File: src/rtl/if_stage_if.sv
// if_stage_if: instruction-fetch stage bus (pipeline controls, imem handshake, IF/ID outputs).
interface if_stage_if;
    logic        stall;
    logic        loadForwardStall;
    logic        Br_taken;
    logic [31:0] Br_Addr;
    logic        imem_req;
    logic [31:0] imem_addr;
    logic        imem_ack;
    logic [31:0] imem_rdata;
    logic [31:0] Instruction;
    logic [31:0] PC;
    logic        fetch_valid;
    modport master (
        input  stall, loadForwardStall, Br_taken, Br_Addr, imem_ack, imem_rdata,
        output imem_req, imem_addr, Instruction, PC, fetch_valid
    );
    modport slave (
        output stall, loadForwardStall, Br_taken, Br_Addr, imem_ack, imem_rdata,
        input  imem_req, imem_addr, Instruction, PC, fetch_valid
    );
endinterface

File: src/rtl/if_stage.sv
// if_stage: instruction fetch with variable-latency imem handshake, stall hold and branch redirect.
module if_stage (
    input  logic        clk,
    input  logic        rst,
    if_stage_if.master  bus
);
    typedef enum logic [1:0] {IDLE, REQ, VALID, DRAIN} state_t;
    state_t      r_state;
    logic [31:0] r_pc, r_instr, r_br_target;
    logic        w_advance, w_valid;
    logic [31:0] w_br_addr, w_pc_inc;
    assign w_advance = ~bus.stall & ~bus.loadForwardStall;
    assign w_br_addr = bus.Br_Addr & 32'hFFFF_FFFC;
    assign w_pc_inc  = r_pc + 32'd4;
    // A redirect in the same cycle kills whatever instruction would be presented.
    assign w_valid = ~bus.Br_taken & ((r_state == REQ && bus.imem_ack) || r_state == VALID);
    assign bus.imem_req    = (r_state == REQ) || (r_state == DRAIN);
    assign bus.imem_addr   = r_pc;
    assign bus.fetch_valid = w_valid;
    assign bus.Instruction = !w_valid ? 32'd0 : (r_state == VALID) ? r_instr : bus.imem_rdata;
    assign bus.PC          = w_valid ? w_pc_inc : 32'd0;
    always_ff @(posedge clk) begin
        if (rst) begin
            r_state     <= IDLE;
            r_pc        <= 32'd0;
            r_instr     <= 32'd0;
            r_br_target <= 32'd0;
        end else begin
            case (r_state)
                IDLE: begin
                    r_state <= REQ;
                    if (bus.Br_taken) r_pc <= w_br_addr;
                end
                REQ: begin
                    if (bus.imem_ack) begin
                        if (bus.Br_taken) r_pc <= w_br_addr;
                        else if (w_advance) r_pc <= w_pc_inc;
                        else begin
                            r_instr <= bus.imem_rdata;
                            r_state <= VALID;
                        end
                    end else if (bus.Br_taken) begin
                        r_br_target <= w_br_addr;
                        r_state     <= DRAIN;
                    end
                end
                // Request at the old pc is still outstanding; wait it out, then jump.
                DRAIN: begin
                    if (bus.imem_ack) begin
                        r_pc    <= bus.Br_taken ? w_br_addr : r_br_target;
                        r_state <= REQ;
                    end else if (bus.Br_taken) r_br_target <= w_br_addr;
                end
                VALID: begin
                    if (bus.Br_taken) begin
                        r_pc    <= w_br_addr;
                        r_state <= REQ;
                    end else if (w_advance) begin
                        r_pc    <= w_pc_inc;
                        r_state <= REQ;
                    end
                end
                default: r_state <= IDLE;
            endcase
        end
    end
endmodule

File: src/flat_wrapper.sv
// flat-port wrapper written by rule: the top's interface ports become plain ports
module if_stage_flat 
  (clk, rst, bus_stall, bus_loadForwardStall, bus_Br_taken, bus_Br_Addr, bus_imem_ack, bus_imem_rdata, bus_imem_req, bus_imem_addr, bus_Instruction, bus_PC, bus_fetch_valid);
  if_stage_if bus_i ();
  input  logic clk;
  input  logic rst;
  input wire logic [$bits(bus_i.stall)-1:0] bus_stall;
  input wire logic [$bits(bus_i.loadForwardStall)-1:0] bus_loadForwardStall;
  input wire logic [$bits(bus_i.Br_taken)-1:0] bus_Br_taken;
  input wire logic [$bits(bus_i.Br_Addr)-1:0] bus_Br_Addr;
  input wire logic [$bits(bus_i.imem_ack)-1:0] bus_imem_ack;
  input wire logic [$bits(bus_i.imem_rdata)-1:0] bus_imem_rdata;
  output wire logic [$bits(bus_i.imem_req)-1:0] bus_imem_req;
  output wire logic [$bits(bus_i.imem_addr)-1:0] bus_imem_addr;
  output wire logic [$bits(bus_i.Instruction)-1:0] bus_Instruction;
  output wire logic [$bits(bus_i.PC)-1:0] bus_PC;
  output wire logic [$bits(bus_i.fetch_valid)-1:0] bus_fetch_valid;
  assign bus_i.stall = bus_stall;
  assign bus_i.loadForwardStall = bus_loadForwardStall;
  assign bus_i.Br_taken = bus_Br_taken;
  assign bus_i.Br_Addr = bus_Br_Addr;
  assign bus_i.imem_ack = bus_imem_ack;
  assign bus_i.imem_rdata = bus_imem_rdata;
  assign bus_imem_req = bus_i.imem_req;
  assign bus_imem_addr = bus_i.imem_addr;
  assign bus_Instruction = bus_i.Instruction;
  assign bus_PC = bus_i.PC;
  assign bus_fetch_valid = bus_i.fetch_valid;
  if_stage u_core (.clk(clk), .rst(rst), .bus(bus_i));
endmodule
File: config.mk
export PLATFORM = sky130hd
export DESIGN_NAME = if_stage_flat
export DESIGN_NICKNAME = d
export VERILOG_FILES = /design/src/rtl/if_stage_if.sv /design/src/rtl/if_stage.sv /design/src/flat_wrapper.sv
export SDC_FILE = /design/constraint.sdc
export NUM_CORES = 1
export LEC_CHECK = 0
export CORE_MARGIN = 2
export CORE_UTILIZATION = 30
export CTS_CLUSTER_SIZE = 30
export DETAILED_ROUTE_END_ITERATION = 7
export PLACE_DENSITY = 0.55
export SYNTH_ARGS = -nofsm -noshare
export SYNTH_HDL_FRONTEND = slang
export SYNTH_SLANG_ARGS = --single-unit
File: constraint.sdc
create_clock -name clk -period 2.25 [get_ports clk]
set_clock_uncertainty 0.2 [all_clocks]
set_input_delay 0.3375 -clock clk [delete_from_list [all_inputs] [get_ports clk]]
set_output_delay 0.3375 -clock clk [all_outputs]
set_load 0.01 [all_outputs]
* Word-level counts from Yosys, hierarchy flattened *
Index checks and enable logic that the tools add are counted.

cells by class
  add/sub/neg operators = 1
  eq/ne operators = 10
  multiplexer cells = 18
  bitwise operators = 7
  reduce and logical (&&, ||, !) cells = 9

operators by type and width
  operator                                        count
  2-to-1 mux 32 bit                               9
  case mux 32 bit (4 select lines)                1
  adder 32 x 3 -> 32 bit (second input constant)  1
  2-to-1 mux 2 bit                                7
  != test 3 bit (second input constant)           3
  case mux 2 bit (4 select lines)                 1
  != test 2 bit (second input constant)           3
  inverter 1 bit                                  5
  AND reduction 5 bit                             1
  == test 2 bit (second input constant)           2
  AND reduction 4 bit                             1
  != test 3 x 2 -> 1 bit (second input constant)  1
  AND reduction 3 bit                             1
  bitwise AND 1 bit                               2
  == test 2 x 1 -> 1 bit (second input constant)  1
  zero test 2 bit                                 1
  logical OR 1 bit                                2
  AND reduction 2 bit                             1
  OR reduction 2 bit                              1
  logical AND 1 bit                               1

storage, ports and cells
  register bits after elaboration = 98
  input port bits = 70
  output and inout bits = 98
  logic and storage cells = 49

* Depth between registers and ports, before layout *
  depth in word-level cells = 6
  mapped depth = 9
  mapped depth without buffers = 7

* Least setup slack after synthesis *
Ideal clock, no wire load.

  path type = flip-flop to output port
  start = register u_core.r_pc[8] (netlist: u_core.bus.imem_addr[8])
  end = output port bus_PC[31]
  arrival time = 1.822 ns
  required time = 1.712 ns
  path slack = -0.109 ns
  stages on the path, launching flop included = 8
  buffers on the path = 2
  path through = dfxtp_1 > buf_2 > and4_1 > buf_4 > nand4_4 > or4b_4 > xor2_1 > nor2_1

between the ends
  word-level cells in the longest chain between the ends = 2

RTL lines
  element                 line                RTL
  from (decl)             if_stage.sv:9       logic [31:0] r_pc, r_instr, r_br_target;
  from (signal assigned)  if_stage.sv:32      if (bus.Br_taken) r_pc <= w_br_addr;
  from (signal assigned)  if_stage.sv:36      if (bus.Br_taken) r_pc <= w_br_addr;
  from (signal assigned)  if_stage.sv:37      else if (w_advance) r_pc <= w_pc_inc;
  adder 32 x 3 -> 32 bit  if_stage.sv:14      assign w_pc_inc = r_pc + 32'd4;
  2-to-1 mux 32 bit       if_stage.sv:21      assign bus.PC = w_valid ? w_pc_inc : 32'd0;
  to (decl)               flat_wrapper.sv:16  output wire logic [$bits(bus_i.PC)-1:0] bus_PC;

Every way passes these cells.

* Final worst setup path *
  start = register u_core.r_pc[11] (netlist: u_core.bus.imem_addr[11])
  end = output port bus_PC[27]

Same word-level chain as after synthesis.

==> impl_metrics.ini <==
[sta]
min_period_ns = 2.71
setup_ws_ns = -0.464
max_freq_mhz = 368
hold_viol_final = 0
finalCritPeriodShare = 1.21
worstMarginPinSlew_ns = 0.553
setup_viol = 90
rsz0062_at_grt = true
report.final.slew_viol_count = 0
slew-limit-headroom = 0.631

[yosys]
synth-main-ff-cell = dfxtp_1
yosys.area_share.simple = 0.255
yosysUniqueCellTypes = 60
avgSynthCellArea_sq_um = 7.52
synth.top_cell.area_share = 0.348
mappedNetlistArea_sq_um = 5630
async_flop_share = 0
ys_top_cells_by_count = nand2_1, dfxtp_1, nor2_1
synth-seq-cells = 98
netlist_instances = 749
synth.area.top_cells = dfxtp_1, nand2_1, a21oi_1
yosysMostFrequentCell = nand2_1
synthXorXnorAreaFrac = 0.0420
synth-compound-area-share = 0.220
synth_edf_count = 0
synth_seq_area_share = 0.348
synth_top_family_by_area = simple AND/OR/NAND/NOR gates
syn_nets = 825
synth_top_cell_by_area = dfxtp_1
synthMuxAreaShare = 0.0658
synth_warnings = 0
synth_fa_ha_area_frac = 0.0133

[drt]
drc = 0
drt-total-wl_um = 24200
wl_per_cell_um = 18.1
drt_iter0_markers = 389
firstDrtPassIters = 5
vias = 6941
via_per_inst = 5.18
detail-route-antenna-nets = 0

[cells_and_area]
nFillCells = 1508
layout-drive-gt1-share = 0.472
seq_area_sq_um = 1990
multi_input_area_sq_um = 4590
area_delta_synth_final_pct = 102
fin_nets = 1175
postLayoutCoreUtil = 0.612

[setup_path]
arrival_ns = 2.18
crit_type = register to primary output
worst_setup_path_start_kind = register
cp.required_ns = 1.71
r2r_cells = 12
path_max_fanout = 3
end_kind = primary output

[status]
status = finished with violations
violations = negative setup slack

[global_route]
antenna_found_initial = 0
grt_pass1_vias = 6487
grt_usage = 0.221
grt-ovfl-total = 0
grt_pass1_wl_um = 35000
grt_max_degree = 89

[floorplan]
die_area_sq_um = 19900
start_util = 0.303
rows = 50
io_pins = 168
die_w_um = 141
die_h_um = 141
core_region_area_sq_um = 18600

[power_and_ir_drop]
vdd_drop_max_uv = 441
p_per_area_nw_per_um2 = 619
finalPower_mw = 7.05
p_leak_nw = 4.47

[hold_path]
hp-class = register to register
hold_depth = 2

[clock_network]
cts_tree = yes
clockBufferDepth = 2
htree_levels = 3
holdBufCountCts = 0
cts.sinks = 98
cts-root-buf = clkbuf_16
cts_buffers = 9
clk_latency_ns = 0.35
clkTransAtPathRegs_ns = 0.07

[run]
maxCapViolations = 0

[placement]
globalplace.congestion = 0.821
io_buffers = 165
dp_hpwl_um = 14200
dp_slack_ns = -0.411
[final timing paths]
kind | end | start | slack, ns
min | u_core.r_instr[8] | u_core.r_instr[8] | 0.25
max reg2reg | u_core.bus.imem_addr[12] | u_core.r_state[1] | -0.22
max | bus_PC[27] | u_core.bus.imem_addr[11] | -0.46
min reg2reg | u_core.r_instr[8] | u_core.r_instr[8] | 0.25
[where the power goes]
part / internal, mW / switching [mW] / total, mW / leakage [nW]
sequential: 1.89 / 0.110 / 2.00 / 0.805
clock: 1.01 / 0.693 / 1.70 / 0.151
combinational: 1.78 / 1.55 / 3.34 / 3.51
[critical path, stage by stage (launching register included)]
cell and delay, ns:
dfxtp_2 0.34, nand4_1 0.27, nor4_2 0.41, buf_4 0.19
buf_6 0.09, nand4_1 0.14, xor2_1 0.18, nor2_1 0.08
buf_2 0.13
[layout make-up]
cell class,count,area share
inverter,15,0.00605
clock buffer,14,0.0223
timing repair buffer,400,0.362
antenna,1,0.000220
sequential,98,0.175
multi-input combinational,575,0.404
tap,234,0.0257
clock inverter,2,0.00528
[cell usage in the layout (no fill, tap or decap), types with 6 or more instances in the layout]
master,synthesis,routed
xnor2_2,0,10
clkbuf_16,0,13
nor2_4,0,44
o21ai_0,27,13
nand4_1,9,9
dfxtp_2,0,17
nor2_1,87,31
nand2_1,153,148
nor2_2,0,12
mux2i_2,0,11
mux2i_1,37,12
buf_12,0,19
dfxtp_1,98,79
buf_6,1,115
a22oi_1,7,7
a221oi_2,0,6
clkdlybuf4s50_1,0,98
buf_4,2,131
nand3_1,13,7
inv_1,15,12
buf_2,8,20
buf_8,0,7
xor2_1,12,6
mux2i_4,0,14
a22o_1,8,8
o21ai_1,0,11
a21oi_1,82,76
[state kept, by name, summed over array words and instances, names as in the netlist]
name / count
u_core.r_instr: 32
u_core.r_state: 2
u_core.bus.imem_addr: 32
u_core.r_br_target: 32
[repair_timing]
action / CTS / global route
hold endpoints to repair: 0 / 0
setup endpoints to repair: 92 / 89
cloned: 6 / 5
resized for setup: 462 / 259
pin swaps: 76 / 72
setup buffers: 64 / 38
[per-layer routing]
layer  vias to the layer above  track usage  routed length, um
met5                         -            0                  0
met4                         0       0.0595                790
met3                        58       0.0571               1630
met2                       274        0.373              12100
met1                      3278        0.281               9720
li1                       3331            -                  -
[logic make-up after synthesis]
logic type	after synthesis
DFF	98
AOI/OAI and AO/OA	191
xor gates and xnor gates	27
buffers and inverters	76
and+or+nand+nor	314
muxes	37
adders and majority gates	6
[through the flow]
step                TNS [ns]  hold slack, ns  cells  area [sq um]
global placement      -29.90           0.242   1222          8480
floorplan            -0.0415           0.236    749          5650
finish                -13.58           0.254   1339         11400
CTS                    -9.90           0.258   1304          9900
detailed placement    -30.72           0.248   1222          8480
global route          -20.26           0.276   1338         11400
No activity file was read; power rests on OpenSTA's default activity.
